<file path="src/rtl/conv_frame_streamer.sv">
// Streams one frame from a frame RAM in raster order into the conv line buffer,
// with a 2-entry skid FIFO so a 1-cycle RAM latency never loses pixels under stall.
module conv_frame_streamer #(
  parameter int DATA_WIDTH    = 8,
  parameter int BUFFER_LENGTH = 2000,
  parameter int MAX_ROWS      = 2000,
  parameter int ADDR_WIDTH    = 22
) (
  input  logic                             clk,
  input  logic                             rst,
  input  logic                             start,
  input  logic [$clog2(BUFFER_LENGTH)-1:0] frame_column_size,
  input  logic [$clog2(MAX_ROWS)-1:0]      frame_row_size,
  input  logic [ADDR_WIDTH-1:0]            base_addr,
  input  logic                             stall,
  output logic                             mem_en,
  output logic [ADDR_WIDTH-1:0]            mem_addr,
  input  logic [DATA_WIDTH-1:0]            mem_rdata,
  output logic [DATA_WIDTH-1:0]            out_point,
  output logic                             valid_out,
  output logic                             last_col,
  output logic                             last_pixel,
  output logic                             busy,
  output logic                             done
);

  localparam int CW = $clog2(BUFFER_LENGTH);
  localparam int RW = $clog2(MAX_ROWS);

  typedef enum logic [1:0] {IDLE, STREAM, DRAIN, DONE} state_t;

  state_t                state, state_next;
  logic [CW-1:0]         col_cnt, col_last_idx;
  logic [RW-1:0]         row_cnt, row_last_idx;
  logic [ADDR_WIDTH-1:0] addr_q;
  logic                  inflight, inflight_lc, inflight_lp;
  logic [DATA_WIDTH-1:0] fifo_data [2];
  logic [1:0]            fifo_lc, fifo_lp;
  logic                  wr_ptr, rd_ptr;
  logic [1:0]            fifo_count;
  logic                  push, pop, at_col_end, at_row_end, frame_empty;
  logic [2:0]            occupancy;

  assign at_col_end  = (col_cnt == col_last_idx);
  assign at_row_end  = (row_cnt == row_last_idx);
  assign frame_empty = (frame_column_size == '0) || (frame_row_size == '0);
  assign valid_out   = (fifo_count != 2'd0);
  assign push        = inflight;
  assign pop         = valid_out && !stall;
  // Slots committed once this cycle's pop retires; a new read must fit in the FIFO.
  assign occupancy   = {1'b0, fifo_count} + {2'b00, inflight} - {2'b00, pop};
  assign out_point   = valid_out ? fifo_data[rd_ptr] : '0;
  assign last_col    = valid_out && fifo_lc[rd_ptr];
  assign last_pixel  = valid_out && fifo_lp[rd_ptr];
  assign mem_addr    = addr_q;

  always_ff @(posedge clk or posedge rst) begin
    if (rst) state <= IDLE;
    else     state <= state_next;
  end

  always_comb begin
    state_next = state;
    case (state)
      IDLE:    if (start) state_next = frame_empty ? DONE : STREAM;
      STREAM:  if (mem_en && at_col_end && at_row_end) state_next = DRAIN;
      DRAIN:   if (fifo_count == 2'd0 && !inflight) state_next = DONE;
      DONE:    state_next = IDLE;
      default: state_next = IDLE;
    endcase
  end

  always_comb begin
    mem_en = 1'b0;
    busy   = 1'b0;
    done   = 1'b0;
    case (state)
      STREAM: begin
        busy   = 1'b1;
        mem_en = (occupancy < 3'd2);
      end
      DRAIN:   busy = 1'b1;
      DONE:    done = 1'b1;
      default: ;
    endcase
  end

  // Raster addresses are contiguous, so a single incrementing pointer replaces row*cols+col.
  always_ff @(posedge clk or posedge rst) begin
    if (rst) begin
      col_cnt      <= '0;
      row_cnt      <= '0;
      col_last_idx <= '0;
      row_last_idx <= '0;
      addr_q       <= '0;
      inflight     <= 1'b0;
      inflight_lc  <= 1'b0;
      inflight_lp  <= 1'b0;
    end else begin
      if (state == IDLE && start) begin
        col_last_idx <= frame_column_size - CW'(1);
        row_last_idx <= frame_row_size - RW'(1);
        addr_q       <= base_addr;
        col_cnt      <= '0;
        row_cnt      <= '0;
      end else if (mem_en) begin
        addr_q <= addr_q + ADDR_WIDTH'(1);
        if (at_col_end) begin
          col_cnt <= '0;
          row_cnt <= row_cnt + RW'(1);
        end else begin
          col_cnt <= col_cnt + CW'(1);
        end
      end
      inflight    <= mem_en;
      inflight_lc <= at_col_end;
      inflight_lp <= at_col_end && at_row_end;
    end
  end

  always_ff @(posedge clk or posedge rst) begin
    if (rst) begin
      for (int i = 0; i < 2; i++) fifo_data[i] <= '0;
      fifo_lc    <= '0;
      fifo_lp    <= '0;
      wr_ptr     <= 1'b0;
      rd_ptr     <= 1'b0;
      fifo_count <= 2'd0;
    end else begin
      if (push) begin
        fifo_data[wr_ptr] <= mem_rdata;
        fifo_lc[wr_ptr]   <= inflight_lc;
        fifo_lp[wr_ptr]   <= inflight_lp;
        wr_ptr            <= ~wr_ptr;
      end
      if (pop) rd_ptr <= ~rd_ptr;
      case ({push, pop})
        2'b10:   fifo_count <= fifo_count + 2'd1;
        2'b01:   fifo_count <= fifo_count - 2'd1;
        default: ;
      endcase
    end
  end

endmodule

</file>
<file path="config.mk">
export PLATFORM = sky130hd
export DESIGN_NAME = conv_frame_streamer
export DESIGN_NICKNAME = d
export VERILOG_FILES = /design/src/rtl/conv_frame_streamer.sv
export SDC_FILE = /design/constraint.sdc
export NUM_CORES = 1
export LEC_CHECK = 0
export CAP_MARGIN = 0
export CELL_PAD_IN_SITES_DETAIL_PLACEMENT = 0
export CELL_PAD_IN_SITES_GLOBAL_PLACEMENT = 1
export CORE_MARGIN = 3
export CORE_UTILIZATION = 41
export CTS_CLUSTER_SIZE = 28
export DETAILED_ROUTE_END_ITERATION = 16
export PLACE_DENSITY = 0.78
export SYNTH_ARGS = -nofsm -noshare
export SYNTH_HDL_FRONTEND = slang
export SYNTH_SLANG_ARGS = --single-unit
</file>
<file path="constraint.sdc">
create_clock -name clk -period 3.57 [get_ports clk]
set_clock_uncertainty 0.15 [all_clocks]
set_input_delay 0.714 -clock clk [delete_from_list [all_inputs] [get_ports clk]]
set_output_delay 0.714 -clock clk [all_outputs]
set_load 0.1 [all_outputs]
</file>
; ---- Yosys cells after proc, flatten, opt, wreduce, memory -nomap -nowiden
; Index checks and enable logic that the tools add are counted.
[word_totals]
input_bits = 56
out_inout_bits = 36
reg_bits = 95
[op_classes]
n_reduce_logical = 24
n_addsub = 9
muxes = 32
eq_ne = 10
n_bitwise = 4
n_lt_le_gt_ge = 7
[op_table]
columns = cell, n
row1 = 11-bit 2-to-1 mux, 6
row2 = 22-bit 2-to-1 mux, 2
row3 = 8-bit 2-to-1 mux, 5
row4 = "11-bit by 1-bit adder with 11-bit output, second input constant", 2
row5 = "22-bit by 1-bit adder with 22-bit output, second input constant", 1
row6 = 11-bit == test, 2
row7 = 11-bit zero test, 2
row8 = "11-bit by 1-bit subtractor with 11-bit output, second input constant", 2
row9 = 16-bit bitwise mux, 1
row10 = 1-bit logical AND, 10
row11 = 8-bit demux with 1-bit select, 1
row12 = 1-bit 2-to-1 mux, 8
row13 = 2-bit 2-to-1 mux, 4
row14 = 2-bit case mux with 4 select lines, 1
row15 = 2-bit nonzero test, 4
row16 = "2-bit == test, second input constant", 3
row17 = "2-bit != test, second input constant", 3
row18 = 2-bit bitwise mux, 2
row19 = "2-bit by 1-bit == test with 1-bit output, second input constant", 2
row20 = "2-bit >= comparator, second input constant", 2
row21 = 2-bit zero test, 2
row22 = "1-bit by 2-bit less-than comparator with 1-bit output, second input constant", 2
row23 = 1-bit NOT with 2-bit output, 2
row24 = 2-bit case mux with 2 select lines, 1
row25 = other kinds (14), 16

; ---- Longest topological paths before layout
; Gate-level depths: netlist (run 1).
[depth]
word_depth = 9
depth_mapped = 12

; ---- Worst setup path before layout (run 1)
; Ideal clock, no wire load.
[synth_timing]
kind = input to register
from = input stall
to = register row_cnt[2]
setup_ns = 0.077
slack_ns = 0.052
n_path_buf = 1
arrival_ns = 3.290
cell_stages = 11
cell_sequence = nor3b_1 a21o_1 nand2_1 fa_1 and2_1 nand2_2 inv_2 nand4_1 buf_2 or3_1 a21oi_1
[synth_between]
elab_chain_cells = 7
[synth_rtl]
columns = element, line_no
row1 = "start, declared", 15  ; input logic stall,
row2 = 1-bit zero test, 49  ; assign pop = valid_out && !stall;
row3 = 1-bit logical AND, 49
row4 = 3-bit by 1-bit subtractor with 3-bit output, 51  ; assign occupancy = {1'b0, fifo_count} + {2'b00, inflight} - {2'b00, pop};
row5 = 3-bit by 2-bit less-than comparator with 1-bit output, 80  ; mem_en = (occupancy < 3'd2);
row6 = 1-bit 2-to-1 mux, 77  ; case (state)
row7 = named net mem_en, 16  ; output logic mem_en,
row8 = 2-bit nonzero test (no line), --
row9 = 2-bit AND reduction (no line), --
row10 = "end signal, assigned", 110  ; row_cnt <= row_cnt + RW'(1);
row11 = "end, declared", 34  ; logic [RW-1:0] row_cnt, row_last_idx;
; The timed path passes the listed nets, and every way through them passes these cells.
; A chain may end at the register's enable or synchronous reset.

; ---- Worst setup path in the final report (run 1)
[layout_timing]
from = input stall
to = output mem_en
[layout_between]
elab_chain_cells = 5
[layout_rtl]
columns = element, line_no
row1 = 1-bit zero test, 49
row2 = 1-bit logical AND, 49
row3 = 3-bit by 1-bit subtractor with 3-bit output, 51
row4 = 3-bit by 2-bit less-than comparator with 1-bit output, 80
row5 = 1-bit 2-to-1 mux, 77
row6 = "end, declared", 16
; Every way passes these cells.

==> results by group, run 1 <==
Outcome
  – Status: complete, no violations

Clock network
  – CTS tree: built
  – Clock Path Buffers: 2
  – CTS Root Cell: clkbuf_16
  – CTS Buf Count: 9
  – H-tree level count: 3
  – Num Clock Sinks: between 90 and 100
  – Worst-path clk slew: 0.07 ns
  – Clk_lat worst skew: 0.35 ns

Route
  – DR vias: between 4,000 and 5,000
  – Drt drc: 0
  – Initial drt markers: between 200 and 250
  – Drt wl/cell: 14.1 um
  – Post-Route WL: 11.4 mm
  – Post-DRT Antenna Nets: 0
  – First-pass DRT Iterations: 4
  – Post-DR vias/cell: just over 5

Floorplanning
  – Top Ports: 92
  – DIE WIDTH: 118 um
  – Initial Util: 0.426
  – Die Area: 0.0140 sq mm
  – Chip height: about 120 um
  – # rows: 40
  – CORE AREA: ~0.012 sq mm

STA
  – Slew @ Worst Pin: 0.832 ns
  – Final worst setup slack: 0.310 ns
  – Part of the cycle the worst path needs: 0.913
  – RSZ-0062 raised after global routing: no
  – Pins Over Slew Limit: 0
  – Setup violators final: 0
  – Hold Fails Final Rpt: 0
  – Setup_tns: 0 ns
  – Relative max-transition margin: 0.443
  – Maximum clock frequency: 0.307 GHz
  – Fin crit period: between 3 and 4 ns

Power
  – Switching Fraction: 0.519
  – Comb pwr share: 0.559
  – Clock network power share: 0.149
  – Max VDD drop: 288 uV
  – Final Power: 6.35 mW
  – Cell area power density: 958 mW/mm^2
  – Cell Int Power: 3.05 mW
  – Sequential power share: 0.293
  – Sw power: 3.30 mW
  – P_leak: 2.83 nW

Synthesis
  – Post-Syn Area: 0.00518 sq mm
  – Yosys warnings: 0
  – Synth Flop Type: dfrtp_1
  – Synth area leaders: dfrtp_1 (46%), xnor2_1 (5.9%), xor2_1 (5.6%)
  – EDFF count, synth: 0
  – Count of cell types in the netlist: 54
  – Synth Instances: 529
  – Syn avg cell area: 9.80 sq um
  – Yosys top cell by area: dfrtp_1
  – Synth Net Count: 596
  – Post-synth ARST share: 1.00
  – Post-synthesis sequential area ratio: 0.459
  – Top cell type's share of synthesized area: 0.459
  – FF+latch count, synth: 95

Cells and area
  – Final nets: approximately 700
  – Share of cells above drive strength 1: 0.175
  – ANT cells: 0
  – Area Growth Syn to Fin: 27.8%
  – Fillers: 1,108

Hold path
  – Hold WC Path Type: reg2reg

Critical path
  – Critical path class: in2out
  – Worst Setup Start Kind: primary input
  – CP Data Required Time: 2.71 ns
  – Arr. time, crit path: 2.40 ns
  – Worst Setup End Kind: output port
  – Critical Path Fanout Max: 5

Place
  – Pre-CTS setup slack: -0.0537 ns
  – Port Buffer Count: 91
  – GP Congestion: 0.839
  – DPL Wire Length: around 8.3 mm

GRT
  – Total track usage: 0.171
  – Number of global-route vias before repair: 4,049
  – Initial antenna violation count: 0
  – Largest net degree at the start of global routing: 96
  – First-pass GRT wire length: 19.9 mm
  – Grt total ovfl: 0

Run
  – Max Cap Viol: 0
## power by group through the flow
| stage | sequential, mW | clock [mW] | combinational, mW |
|---|---|---|---|
| 3_3_place_gp | 1.86 | 0 | 3.52 |
| 6_report | 1.86 | 0.943 | 3.55 |
| 4_1_cts | 1.86 | 0.972 | 3.56 |
| 5_1_grt | 1.92 | 1.01 | 3.79 |
| 3_5_place_dp | 1.88 | 0 | 3.55 |
| 2_1_floorplan | 2.61 | 0 | 1.92 |
## metal layers
layer	up-vias	track usage	wire [um]
li1	2057	-	-
met1	1903	0.235	5370
met2	108	0.270	5190
met3	12	0.0402	682
met4	0	0.0492	125
met5	-	0	0
## layout make-up
cell class / instances / area (sq um) / area share
Clock buffer: 9 / 225 / 0.0340
Clock inverter: 7 / 65.1 / 0.00982
Inverter: 14 / 56.3 / 0.00850
Multi-Input combinational cell: 400 / 2660 / 0.401
Sequential cell: 95 / 2380 / 0.359
Tap cell: 168 / 210 / 0.0317
Timing Repair Buffer: 116 / 1040 / 0.156
## logic make-up after synthesis
| logic type | share of synthesized area |
|---|---|
| flip-flops | 0.459 |
| adder cells (fa/ha/maj) | 0.0280 |
| AO/OA/AOI/OAI | 0.0886 |
| XOR/XNOR | 0.121 |
| AND/OR/NAND/NOR | 0.206 |
| multiplexers | 0.0666 |
| buffers and inverters | 0.0307 |
## critical path, cell delays in order
cell            delay, ns
dlymetal6s2s_1       0.15
nor3b_2              0.22
a21o_1               0.13
nand2_1              0.07
fa_1                 0.54
and2_4               0.15
nand2_2              0.07
inv_4                0.07
buf_4                0.11
buf_12               0.16
## repair_timing
| item | CTS | global route |
|---|---|---|
| setup buffers | 0 | 1 |
| gates resized for setup | 1 | 3 |
| setup endpoints to repair | 1 | 1 |
| pin swaps | 0 | 2 |
| hold buffers | 0 | 0 |
| gates cloned | 0 | 0 |
## cells in the final DEF (no fill, tap or decap), drive strengths merged, types with 4 or more instances in the layout
cell type / instances
and2: 7
a31oi: 4
xor2: 34
inv: 17
o21ai: 52
a21oi: 15
clkdlybuf4s50: 54
mux2: 20
nand3: 20
nand4: 13
nor2: 36
nand2b: 6
or4: 4
dfrtp: 95
buf: 61
or3: 15
xnor2: 36
mux2i: 12
nand2: 64
nor3: 8
clkbuf: 9
and4: 6
o31ai: 6
nor4: 12
ha: 10
## cells in the mapped netlist (3+ instances only)
cell / n
a21oi_1: 15
a31oi_1: 4
and2_1: 7
and3_1: 3
and4_1: 5
clkbuf_1: 13
dfrtp_1: 95
ha_1: 10
inv_1: 13
mux2_2: 20
mux2i_1: 12
nand2_1: 63
nand2b_1: 6
nand3_1: 19
nand4_1: 13
nor2_1: 36
nor3_1: 7
nor4_1: 10
o21ai_0: 42
o21ai_1: 9
o31ai_1: 6
or3_1: 15
or4_1: 4
xnor2_1: 35
xor2_1: 33
## sequential cells by signal (all words and copies together), names as in the netlist
register	cells
state	2
wr_ptr	1
inflight_lc	1
fifo_count	2
col_cnt	11
row_cnt	11
rd_ptr	1
col_last_idx	11
inflight_lp	1
fifo_data	16
row_last_idx	11
mem_addr	22
fifo_lc	2
fifo_lp	2
inflight	1
## per-stage QoR
step           hold slack (ns)   util  cell area (sq um)  std cells
2_1_floorplan            0.304      -               5180        529
3_3_place_gp             0.318  0.519               6320        792
3_5_place_dp             0.320  0.519               6320        792
4_1_cts                  0.336  0.544               6610        808
5_1_grt                  0.369  0.545               6630        809
6_report                 0.335  0.545               6630        809
## path summary, 6_finish.rpt
kind | start | endpoint | slack, ns | cells past startpoint
min in group asynchronous | rst | fifo_data[10] | 0.66 | 3
max reg2reg | fifo_count[0] | state[1] | 0.68 | 10
min reg2reg | wr_ptr | wr_ptr | 0.33 | 1
max | stall | mem_en | 0.31 | 10
min | wr_ptr | wr_ptr | 0.33 | 1
max in group asynchronous | rst | col_cnt[10] | 2.20 | 3
Power figures use the tool's default switching activity.
==> run 2, diff against run 1 <==
PLACE_DENSITY = 0.79   (was 0.78)
==> results by group, run 2 (synthesized netlist as in run 1, its figures left out) <==
Clock network
  – CTS Buf Count: 9
  – Worst-path clk slew: 0.07 ns
  – CTS tree: built
  – CTS Root Cell: clkbuf_16
  – H-tree level count: 3
  – Clk_lat worst skew: between 0.3 and 0.4 ns
  – Clock Path Buffers: 2
  – Num Clock Sinks: 95
  – Hold-fix buffers, CTS: 0

Floorplanning
  – Chip height: between 100 and 150 um
  – DIE WIDTH: ~120 um
  – CORE AREA: 0.0122 sq mm
  – # rows: 40
  – Top Ports: 92
  – Die Area: 0.0140 sq mm
  – Initial Util: 0.426

Power
  – Sequential power share: 0.286
  – Switching Fraction: 0.500
  – Clock network power share: 0.169
  – Comb pwr share: 0.545
  – Cell Int Power: 3.27 mW
  – Sw power: 3.27 mW
  – Max VDD drop: about 340 uV
  – Cell area power density: just under 1000 mW/mm^2
  – P_leak: 2.86 nW
  – Final Power: around 6.5 mW

Route
  – Initial drt markers: 260
  – DR vias: between 4,000 and 5,000
  – Post-DRT Antenna Nets: 0
  – Drt wl/cell: 14.3 um
  – Post-DR vias/cell: just over 5
  – First-pass DRT Iterations: 4
  – Post-Route WL: about 12 mm
  – Drt drc: 0

Critical path
  – Arr. time, crit path: about 2.3 ns
  – Buf/Inv on CP: 4
  – Worst Setup End Kind: output port
  – CP Data Required Time: 2.71 ns
  – Cell Chain, Critical Path: buf_4 > nor3b_2 > a21o_1 > nand2_1 > fa_1 > and2_4 > nand2_2 > inv_2 > buf_4 > buf_12
  – Cell mode on critical path: buf_4
  – Worst reg-to-reg path cell count: 11
  – Critical Path Max Stage Delay: 0.53 ns
  – Top delay family on crit path: adder cells
  – Worst path slowest cell: fa_1
  – Critical path class: reg2out
  – WP depth: 10
  – Critical Path Fanout Max: 9
  – Worst Setup Start Kind: flop

STA
  – Fin crit period: 3.19 ns
  – Hold Slack: 0.341 ns
  – Setup violators final: 0
  – RSZ-0062 raised after global routing: no
  – Hold Fails Final Rpt: 0
  – Part of the cycle the worst path needs: 0.893
  – Slew @ Worst Pin: between 0.8 and 0.9 ns
  – Relative max-transition margin: 0.447
  – Maximum clock frequency: between 0.3 and 0.4 GHz
  – Final worst setup slack: ~0.38 ns
  – Pins Over Slew Limit: 0
  – Setup_tns: 0 ns

Cells and area
  – Most common cell after layout, fill and taps aside: dfrtp_1
  – Area Growth Syn to Fin: 29.0%
  – ANT cells: 0
  – Fin util: 0.550
  – Final nets: 704
  – Most frequent cells in the layout: dfrtp_1 (95), nand2_1 (63), buf_4 (60), clkdlybuf4s50_1 (54), o21ai_0 (42)
  – Share of cells above drive strength 1: 0.175
  – Largest register FFs: 22
  – Fillers: 1,140

GRT
  – Initial antenna violation count: 0
  – Largest net degree at the start of global routing: between 60 and 70
  – Total track usage: 0.171
  – Grt total ovfl: 0
  – First-pass GRT wire length: 19.9 mm
  – Number of global-route vias before repair: 4,150

Run
  – Max Cap Viol: 0

Place
  – Port Buffer Count: 91
  – Pre-CTS setup slack: -0.0819 ns
  – GP Congestion: about 0.86
  – DPL Wire Length: 8.54 mm

Hold path
  – Hold WC Path Type: reg2reg
  – Hold path depth: 1

Outcome
  – Status: complete, no violations
-- run 2: worst register-to-register path, cell delays in order, from the launching register on --
cell     delay, ns
dfrtp_1       0.33
buf_4         0.17
nor3b_2       0.21
a21o_1        0.13
nand2_1       0.07
fa_1          0.43
buf_4         0.16
xor2_1        0.16
nor4_1        0.27
nand4_1       0.13
o31ai_1       0.40
mux2i_1       0.24
-- run 2: cell type report --
cell class / count / area [sq um] / share of cell area
Multi-Input combinational cell: 400 / 2660 / 0.397
Clock buffer: 10 / 239 / 0.0357
Timing Repair Buffer: 117 / 1040 / 0.156
Sequential cell: 95 / 2380 / 0.356
Clock inverter: 5 / 106 / 0.0159
Tap cell: 168 / 210 / 0.0314
Inverter: 14 / 53.8 / 0.00805
-- run 2: final timing paths --
check | from | to | slack, ns
min in group asynchronous | rst | mem_addr[5] | 0.61
max in group asynchronous | rst | row_cnt[7] | 1.92
setup / recovery | fifo_count[1] | mem_en | 0.38
setup reg to reg | fifo_count[1] | state[1] | 0.64
hold reg to reg | wr_ptr | wr_ptr | 0.34
hold / removal | wr_ptr | wr_ptr | 0.34
-- run 2: through the flow --
stage / area, sq um / cells
after global placement: 6320 / 792
after detailed placement: 6320 / 792
final: 6690 / 809
after floorplan: 5180 / 529
after global routing: 6690 / 809
after CTS: 6680 / 809
-- run 2: power by group through the flow --
stage	combinational [mW]	sequential [mW]	clock (mW)
5_1_grt	3.82	1.93	1.17
2_1_floorplan	1.92	2.61	0
6_report	3.57	1.87	1.11
4_1_cts	3.60	1.87	1.13
3_3_place_gp	3.52	1.86	0
3_5_place_dp	3.56	1.89	0
-- run 2: routing by layer --
layer,up-vias,GRT usage,wire length [um]
met5,-,0,0
met4,0,0.0507,167
met3,14,0.0325,605
met2,97,0.288,5450
met1,1938,0.225,5310
li1,2066,-,-
-- run 2: what timing repair did --
item | CTS | global route
buffers inserted | 2 | 0
setup endpoints to repair | 1 | 1
pin swaps | 1 | 1
gates resized for setup | 2 | 1
hold endpoints to repair | 0 | 0
==> RTL edit (config.mk and constraints of run 1) <==
Encoding of `state_t`: now one-hot (4 bits for 4 states).
--- a/src/rtl/conv_frame_streamer.sv
+++ b/src/rtl/conv_frame_streamer.sv
@@ -29,3 +29,3 @@
 
-  typedef enum logic [1:0] {IDLE, STREAM, DRAIN, DONE} state_t;
+  typedef enum logic [3:0] {IDLE = 4'b0001, STREAM = 4'b0010, DRAIN = 4'b0100, DONE = 4'b1000} state_t;
 
Behaviour: same outputs for any inputs over 10 cycles, from zero or initial values and one cycle with rst high; not proved beyond that.
==> RTL edit against run 1 <==
- die area is 1.8% lower
- worst setup slack got worse by 87 ps
- area after synthesis down 1.9%
- total power is 12% lower
- first-iteration DRC count rose by 68%
- register-to-register slack lost 360 ps
- synthesized cell count shrank 1.1%
- final area is 0.13% lower
- via count is 0.20% higher
- sequential cell count rose by 2
- routed wire length is 3.6% higher
- clock power grew 3.7%
- combinational power is 23% lower
- highest routed layer unchanged
==> RTL edit: results (changes against run 1) <==
[drt]
vias=4088  ; was 4080
first_iter_violations=402  ; was 240
dr.pass1.iters=5  ; was 4
routed_wl_um=11800  ; was 11400 um

[layout]
fillers=1092  ; was 1108
fin_nets=695  ; was 703
largest_reg_flops=22  ; unchanged
drive_above_1_share=0.176  ; was 0.175
antenna_cells=0  ; unchanged

[clock_tree]
h-tree-depth=3  ; unchanged
cts_made_buffers=9  ; unchanged
insertion_delay_ps=340
clk_path_buf_depth=2  ; unchanged
ctsRootBufferMaster=clkbuf_16  ; unchanged
path_clk_slew_ps=70  ; about the same

[yosys]
yosysWarnings=0  ; unchanged
synth_commonest_cells=dfrtp_1 (96), nand2_1 (72), o21ai_0 (52)  ; was dfrtp_1 (95), nand2_1 (63), o21ai_0 (42)
syn_nets=585  ; was 596
yosysSeqAreaShare=0.477  ; was 0.459
yosys-top-cells-area=dfrtp_1 (47%), xor2_1 (6.5%), xnor2_1 (5.5%), nand2_1 (5.3%), o21ai_0 (5.1%)  ; was dfrtp_1 (46%), xnor2_1 (5.9%), xor2_1 (5.6%), nand2_1 (4.6%), mux2_2 (4.3%)
ys_types=46  ; was 54
synth-async-reset-ratio=1.00  ; unchanged

[worst_setup_path]
cpPeakStageDelay_ps=520  ; was 540 ps
arrival_ps=2480  ; was 2400 ps
cp_max_fo=7  ; was 5
cpMaxStageDelayCell=dfrtp_1  ; was fa_1

[min_path]
hold_class=reg -> reg  ; unchanged

[placed_design]
gp_congestion=0.829  ; was 0.839
io_buffers=91  ; unchanged
hpwl_um=8460  ; was 8320 um

[status]
status=completed  ; unchanged

[global_routing]
grt_pass1_wl_um=20300  ; was 19900 um
antenna_found_initial=0  ; unchanged
grt_max_degree=98  ; was 96
grt_use_total=0.176  ; was 0.171
grt_pass1_vias=4030  ; was 4049

[timing]
tightest_slew_ps=924  ; was 832 ps

[pwr]
leakagePower_nw=2.80  ; was 2.83 nW
peakVddDrop_uv=381  ; was 288 uV

[RTL edit: cell count changes in the layout (fill, tap and decap cells not counted), sizes merged, moves of 5 or more]
| cell | delta |
|---|---|
| ha | -5 |
| nor4 | -6 |
| inv | -5 |
| a21oi | -5 |
| nand2 | +8 |
| or4 | +5 |
| or3 | -5 |
| nor2 | +7 |
[RTL edit: logic make-up after synthesis]
family | share of synthesized area
AND/OR/NAND/NOR | 0.201
XOR/XNOR | 0.121
AO/OA/AOI/OAI | 0.0905
adder cells (fa/ha/maj) | 0.0162
buffers and inverters | 0.0263
flip-flops | 0.477
multiplexers | 0.0679
[RTL edit: critical path, delay by kind of cell (launching register included)]
family	cells	cell delay, ps
AO/OA/AOI/OAI	1	120
XOR/XNOR	1	140
adder cells (fa/ha/maj)	1	390
buffers and inverters	4	560
flip-flops	1	520
AND/OR/NAND/NOR	3	420
[RTL edit: cell type report]
type / count / area (sq um) / share of cell area
multi-input combinational: 393 / 2550 / 0.386
inverter: 13 / 53.8 / 0.00813
tap: 168 / 210 / 0.0318
clock inverter: 6 / 67.6 / 0.0102
clock buffer: 10 / 229 / 0.0346
sequential: 97 / 2430 / 0.367
timing repair buffer: 119 / 1070 / 0.162
[RTL edit: worst paths after layout]
check | start | end | slack (ps) | depth (start not counted)
max in group asynchronous | rst | state[0]$_DFFE_PP1P_ | 2220 | 3
min reg2reg | wr_ptr$_DFFE_PP0P_ | wr_ptr$_DFFE_PP0P_ | 340 | 1
min | wr_ptr$_DFFE_PP0P_ | wr_ptr$_DFFE_PP0P_ | 340 | 1
min in group asynchronous | rst | fifo_data[7]$_DFFE_PP0P_ | 660 | 3
max | fifo_count[1]$_DFFE_PP0P_ | mem_en | 220 | 10
max reg2reg | fifo_count[1]$_DFFE_PP0P_ | row_cnt[3]$_DFFE_PP0P_ | 320 | 11
[RTL edit: metal layers]
layer	track usage	vias to the layer above	routed length, um
li1	-	2051	-
met1	0.256	1928	5790
met2	0.268	96	5320
met3	0.0328	13	511
met4	0.0572	0	163
met5	0	-	0
[RTL edit: through the flow]
step           instance area [sq um]  cells   util  hold WS (ps)  setup slack, ps
2_1_floorplan                   5100    523      -           304             8.40
3_3_place_gp                    6270    787  0.520           317             -247
3_5_place_dp                    6270    787  0.520           330             -338
4_1_cts                         6600    805  0.547           341             25.6
5_1_grt                         6620    806  0.549           372             84.9
6_report                        6620    806  0.549           339              222
[RTL edit: where the power goes]
part           switching [mW]  total (mW)  internal, mW
Sequential              0.389        1.87          1.48
Combinational            1.92        2.75         0.824
Clock                   0.432       0.978         0.546
[RTL edit: what timing repair did]
action | in CTS | in global routing
pin swaps | 1 | 2
resized for setup | 4 | 2
setup buffers | 2 | 1
endpoints found under the setup margin | 1 | 5
